## src/rtl/param_sync_fifo.sv

```systemverilog
// param_sync_fifo: parametrised single-clock FIFO with a registered read port,
// an occupancy count, threshold flags and optional sticky error flags.
// Ports: clk, rst (sync, active-high), data_in/push (write side),
//   pop -> data_out/valid (registered read side, one-cycle latency),
//   full/empty/almost_full/almost_empty/count (status from registered count),
//   overflow/underflow (sticky; live only with PARAM_SYNC_FIFO_ERR_FLAGS_EN).
module param_sync_fifo #(
  parameter int WIDTH     = 2,
  parameter int DEPTH     = 4,
  parameter bit OVERWRITE = 1'b0,
  parameter int AF_LEVEL  = DEPTH - 1,
  parameter int AE_LEVEL  = 1
) (
  input  logic                        clk,
  input  logic                        rst,
  input  logic [WIDTH-1:0]            data_in,
  input  logic                        push,
  input  logic                        pop,
  output logic [WIDTH-1:0]            data_out,
  output logic                        valid,
  output logic                        full,
  output logic                        empty,
  output logic                        almost_full,
  output logic                        almost_empty,
  output logic [$clog2(DEPTH):0]      count,
  output logic                        overflow,
  output logic                        underflow
);

  localparam int AW = $clog2(DEPTH);
  localparam logic [AW:0] FULL_C = (AW+1)'(DEPTH);
  localparam logic [AW:0] AF_C   = (AW+1)'(AF_LEVEL);
  localparam logic [AW:0] AE_C   = (AW+1)'(AE_LEVEL);
  localparam logic [AW:0] CNT_1  = (AW+1)'(1);
  localparam logic [AW-1:0] PTR_1 = AW'(1);

  logic [WIDTH-1:0] mem [DEPTH];
  logic [AW-1:0]    rd_ptr;
  logic [AW-1:0]    wr_ptr;

  logic pop_ok;
  logic push_ok;
  logic evict;
  logic inc;
  logic dec;

  assign full         = (count == FULL_C);
  assign empty        = (count == '0);
  assign almost_full  = (count >= AF_C);
  assign almost_empty = (count <= AE_C);

  // A full FIFO still takes a push when a pop frees the slot in the same
  // cycle; with OVERWRITE the oldest word is evicted instead.
  always_comb begin
    pop_ok  = pop && !empty;
    push_ok = push && (!full || pop_ok || OVERWRITE);
    evict   = push_ok && full && !pop_ok;
    inc     = push_ok && !pop_ok && !evict;
    dec     = pop_ok && !push_ok;
  end

  always_ff @(posedge clk) begin
    if (rst) begin
      data_out <= '0;
      valid    <= 1'b0;
      rd_ptr   <= '0;
      wr_ptr   <= '0;
      count    <= '0;
    end else begin
      valid <= pop_ok;
      if (pop_ok)
        data_out <= mem[rd_ptr];
      if (pop_ok || evict)
        rd_ptr <= rd_ptr + PTR_1;
      if (push_ok)
        wr_ptr <= wr_ptr + PTR_1;
      if (inc)
        count <= count + CNT_1;
      else if (dec)
        count <= count - CNT_1;
    end
  end

  // Storage is not reset; only the pointers define its contents.
  always_ff @(posedge clk) begin
    if (!rst && push_ok)
      mem[wr_ptr] <= data_in;
  end

`ifdef PARAM_SYNC_FIFO_ERR_FLAGS_EN
  always_ff @(posedge clk) begin
    if (rst) begin
      overflow  <= 1'b0;
      underflow <= 1'b0;
    end else begin
      // Covers both a dropped word and an overwrite eviction.
      if (push && full && !pop_ok)
        overflow <= 1'b1;
      if (pop && empty)
        underflow <= 1'b1;
    end
  end
`else
  assign overflow  = 1'b0;
  assign underflow = 1'b0;
`endif

endmodule

```

## config.mk

```make
export PLATFORM = sky130hd
export DESIGN_NAME = param_sync_fifo
export DESIGN_NICKNAME = d
export VERILOG_FILES = /design/src/rtl/param_sync_fifo.sv
export SDC_FILE = /design/constraint.sdc
export NUM_CORES = 1
export LEC_CHECK = 0
export BUFFER_PORTS_ARGS = -buffer_cell sky130_fd_sc_hd__buf_2
export CAP_MARGIN = 20
export CORE_MARGIN = 8
export CORE_UTILIZATION = 56
export CTS_BUF_LIST = sky130_fd_sc_hd__clkbuf_8
export DETAILED_ROUTE_END_ITERATION = 8
export GPL_ROUTABILITY_DRIVEN = 0
export HOLD_SLACK_MARGIN = 0.03
export PLACE_DENSITY = 0.8
export RECOVER_POWER = 25
export SLEW_MARGIN = 20
export SYNTH_ARGS = -nofsm -noshare
export SYNTH_HDL_FRONTEND = slang
export SYNTH_SLANG_ARGS = --single-unit
```

## constraint.sdc

```tcl
create_clock -name clk -period 3.02 [get_ports clk]
set_clock_uncertainty 0.15 [all_clocks]
set_input_delay 0.453 -clock clk [delete_from_list [all_inputs] [get_ports clk]]
set_output_delay 0.453 -clock clk [all_outputs]
set_load 0.01 [all_outputs]
```

==> flow_results.org <==
** Status
- Result of the run :: finished clean

** Finish
- Cells fill 63.93% of the core in the end.
- Antenna cell count :: 0
- Relative to the synthesized area, the layout overhead comes to 10.64%.
- Fraction of layout instances using a drive strength above 1 :: 18.35%
- Count of nets after finishing :: 125
- Count of fill cells added during filler insertion :: 150

** Floorplanning
- Starting density of the core :: 57.78%
- Core box area :: 1689 sq um
- Die boundary width :: 57.75 um
- Measured along the y axis, the die boundary spans 57.75 um.
- Number of placement rows :: 15
- Pin placement for this block handled 18 I/O pins.
- The floorplan step defined a die boundary enclosing 3334 sq um.

** Detailed routing
- The detailed router placed 667 vias in this run.
- Average via count per standard cell :: 5.294
- The detailed router finished its first iteration with 5 violations.
- Dividing the detail-routed wire length by the instance count gives 13.33 um.
- The pre-antenna-repair detailed-routing pass consisted of 3 iterations.
- Routed Antenna Nets :: 0
- Number of DRC violations after detailed routing :: 0
- Total Routed Length :: 1.680 mm

** Placed design
- OpenSTA, run right after detailed placement, puts the worst setup slack at 1.128 ns.
- Final HPWL DP :: 1.312 mm
- Count of buffers inserted at the top-level ports :: 15

** Power
- Sequential cells burn 39.8% of the power.
- Summed over all nets, the switching power comes to 0.3054 mW.
- Clock share of power :: 19.2%
- Power per cell area :: 788.4 nW/um^2
- In this run, the combinational gates consume 41.0% of the power.
- Internal :: 0.5459 mW
- Of the total power, the share spent switching nets is 35.87%.
- IR analysis of the VDD net gives a maximum drop of 0.3912 mV.
- Summed over all cells, the static leakage comes to 0.4610 nW.

** Timing
- Number of max-slew violations in the final report :: 0
- Subtracting the final worst setup slack from the clock period gives 2.161 ns.
- Post-route worst setup slack :: 0.8592 ns
- Fmax :: 462.8 MHz
- Share of the clock period used by the worst path :: 71.55%
- Setup repair after global routing left no endpoint under its margin.
- The number of failing hold endpoints at the final stage came to 0.
- Setup total negative slack on the finished layout was measured at 0 ns.
- Final hold slack :: 0.3131 ns
- Setup violations remaining at the end of the flow were counted as 0.

** Clocking
- Gates resized, CTS repair :: 0
- Clock latency on the worst-skew pair :: 0.25 ns
- CTS tree :: built
- The longest clock path from root to sink contains 2 buffers.
- Clock tree synthesis found a total of 18 sinks.
- Root buf cell :: sky130_fd_sc_hd__clkbuf_8
- Number of buffers inserted by post-CTS setup repair :: 0
- After clock tree synthesis, the flow added hold-fix buffers numbering 0.
- Depth of the CTS H-tree :: 1
- CTS clock-pin slew for the worst setup and hold paths :: 0.06 ns
- In this run, CTS created clock tree buffers numbering 3.

** Global route
- Number of global-route vias before repair :: 646
- Maximum number of pins on one net before global-route repair :: 12
- In the global route stage, overall resource usage came out at 10.43%.
- Global-route wire length before repair :: 2.718 mm
- Grt total ovfl :: 0
- The initial antenna violation count was 0.

** Worst setup path
- CP required :: 2.42 ns
- Category of the worst setup path launch point :: flop
- Capturing element type of the critical path :: output port
- At the worst endpoint, the arrival time is 1.56 ns.
- Critical path, cell by cell :: inv_1 -> ha_1 -> or2b_4 -> inv_1 -> buf_2
- For this design, the slowest cell found on the critical path is sky130_fd_sc_hd__dfxtp_1.
- The critical path in this run is classified as reg2out.
- The largest single stage delay on the critical path is 0.36 ns.
- Most used cell along the critical path :: sky130_fd_sc_hd__inv_1
- Worst reg-to-reg setup slack :: 1.16 ns
- Of all nets on the critical path, the largest fanout is 7.

** Synthesis
- Sequential elements use 45.13% of the synthesized area.
- The synthesized design contains 18 register bits.
- Yosys warning total :: 0
- Mux contribution to synthesized area :: 5.641%
- Post-Synth Adder-Cell Area :: 11.54%
- Number of unique standard cell types used by synthesis :: 34
- The cell area that synthesis handed to floorplanning was 975.9 sq um.
- Dominant combinational cell family by area after synthesis :: simple AND/OR/NAND/NOR gates
- Share of the synthesized netlist area taken by xor and xnor gates :: 2.692%
- Compound-Gate Fraction of Synth Area :: 8.974%
- Area share of and/or/nand/nor cells after synthesis :: 19.10%
- Averaged over all synthesized cells, the footprint is 10.38 sq um.
- The cell count after synthesis came out at 94.

** Job
- Across the run, the number of max-cap violations was 0.

** Worst hold path
- The min-delay analysis places its worst path in the category in2reg.
logic make-up (layout without fill, tap and decap cells):
kind of cell    after synthesis  after routing
other cells                   1              2
simple gates                 34             34
fa+ha+maj                     9              9
flops                        18             18
compound gates               14             14
mux                           3              3
buf+inv                      12             26
xor+xnor                      3              3
cells in the mapped netlist (all sizes together):
library cell	count	area share [%]
buf	4	3.5
and4b	1	1.0
nand2b	3	1.9
edfxtp	8	25
or2b	1	1.2
nand3b	1	0.77
nor2b	2	1.3
nor3b	1	0.77
clkbuf	1	0.38
and2b	1	0.77
and2	4	2.6
mux4	2	4.6
nor2	9	3.5
xnor2	1	0.90
dfxtp	10	21
ha	9	12
inv	7	2.7
a311oi	1	0.90
or3	1	0.64
nand2	4	1.5
xor2	2	1.8
o211ai	1	0.77
a21o	1	0.77
mux2i	1	1.0
nor3	1	0.51
a21oi	7	4.0
o21ai	3	1.9
o22ai	1	0.64
and3	1	0.64
nand3	4	2.1
conb	1	0.38
worst paths after layout:
kind,from,endpoint,depth (start not counted)
min,data_in[1],mem[0][1]$_DFFE_PP_,1
max reg2reg,count[1]$_SDFFE_PP0P_,mem[1][1]$_DFFE_PP_,6
max,count[1]$_SDFFE_PP0P_,empty,5
min reg2reg,data_out[1]$_SDFFE_PP0N_,data_out[1]$_SDFFE_PP0N_,2
state kept, by name (all words and copies together), names as in the netlist:
register and flops:
count 3, valid 1, rd_ptr 2, wr_ptr 2
data_out 2, mem 8
cell type report:
cell class                      count  area, sq um  share of cell area [%]
Inverter                            7        26.28                   2.433
Clock inverter                      1        3.754                  0.3476
Tap cell                           17        21.27                   1.970
Clock buffer                        3        41.29                   3.824
Sequential cell                    18        440.4                   40.79
Multi-Input combinational cell     65        475.5                   44.03
Timing Repair Buffer               15        71.32                   6.605
cells in the final DEF (no fill, tap or decap), types with 2 or more instances in the layout:
master and instances:
sky130_fd_sc_hd__nor2_1 9, sky130_fd_sc_hd__nand2_1 4, sky130_fd_sc_hd__inv_1 7, sky130_fd_sc_hd__clkbuf_8 3
sky130_fd_sc_hd__a21oi_1 6, sky130_fd_sc_hd__nor2b_1 2, sky130_fd_sc_hd__ha_1 9, sky130_fd_sc_hd__clkbuf_1 3
sky130_fd_sc_hd__buf_2 12, sky130_fd_sc_hd__edfxtp_1 8, sky130_fd_sc_hd__and2_1 4, sky130_fd_sc_hd__mux4_2 2
sky130_fd_sc_hd__o21ai_0 2, sky130_fd_sc_hd__dfxtp_1 10, sky130_fd_sc_hd__nand2b_1 3, sky130_fd_sc_hd__conb_1 2
sky130_fd_sc_hd__xor2_1 2, sky130_fd_sc_hd__nand3_1 4
critical path: cells and delay by family (launching register included):
family        cells  cell delay, ns
fa+ha+maj         1            0.27
buf+inv           3            0.36
flops             1            0.36
simple gates      1            0.33
through the flow:
| stage | cell area, sq um | cells | total power, mW |
|---|---|---|---|
| CTS | 1084 | 126 | 0.8611 |
| finish | 1080 | 126 | 0.8513 |
| global placement | 1039 | 122 | 0.6828 |
| detailed placement | 1039 | 122 | 0.6931 |
| floorplan | 979.7 | 95 | 0.5924 |
| global route | 1080 | 126 | 0.9151 |
per-layer routing:
metal  share of wire [%]  up-vias  global-route usage [%]
met2                  47       12                   17.68
met3                 5.5        5                   4.194
met5                   0        -                       0
met1                  46      303                   11.34
li1                    -      347                       -
met4                 1.2        0                   4.196
power groups by stage:
stage / combinational (mW) / sequential, mW / clock, mW
CTS: 0.351 / 0.339 / 0.171
global route: 0.390 / 0.346 / 0.179
detailed placement: 0.348 / 0.345 / 0
global placement: 0.341 / 0.341 / 0
floorplan: 0.244 / 0.349 / 0
finish: 0.349 / 0.339 / 0.163
Power figures use the tool's default switching activity.
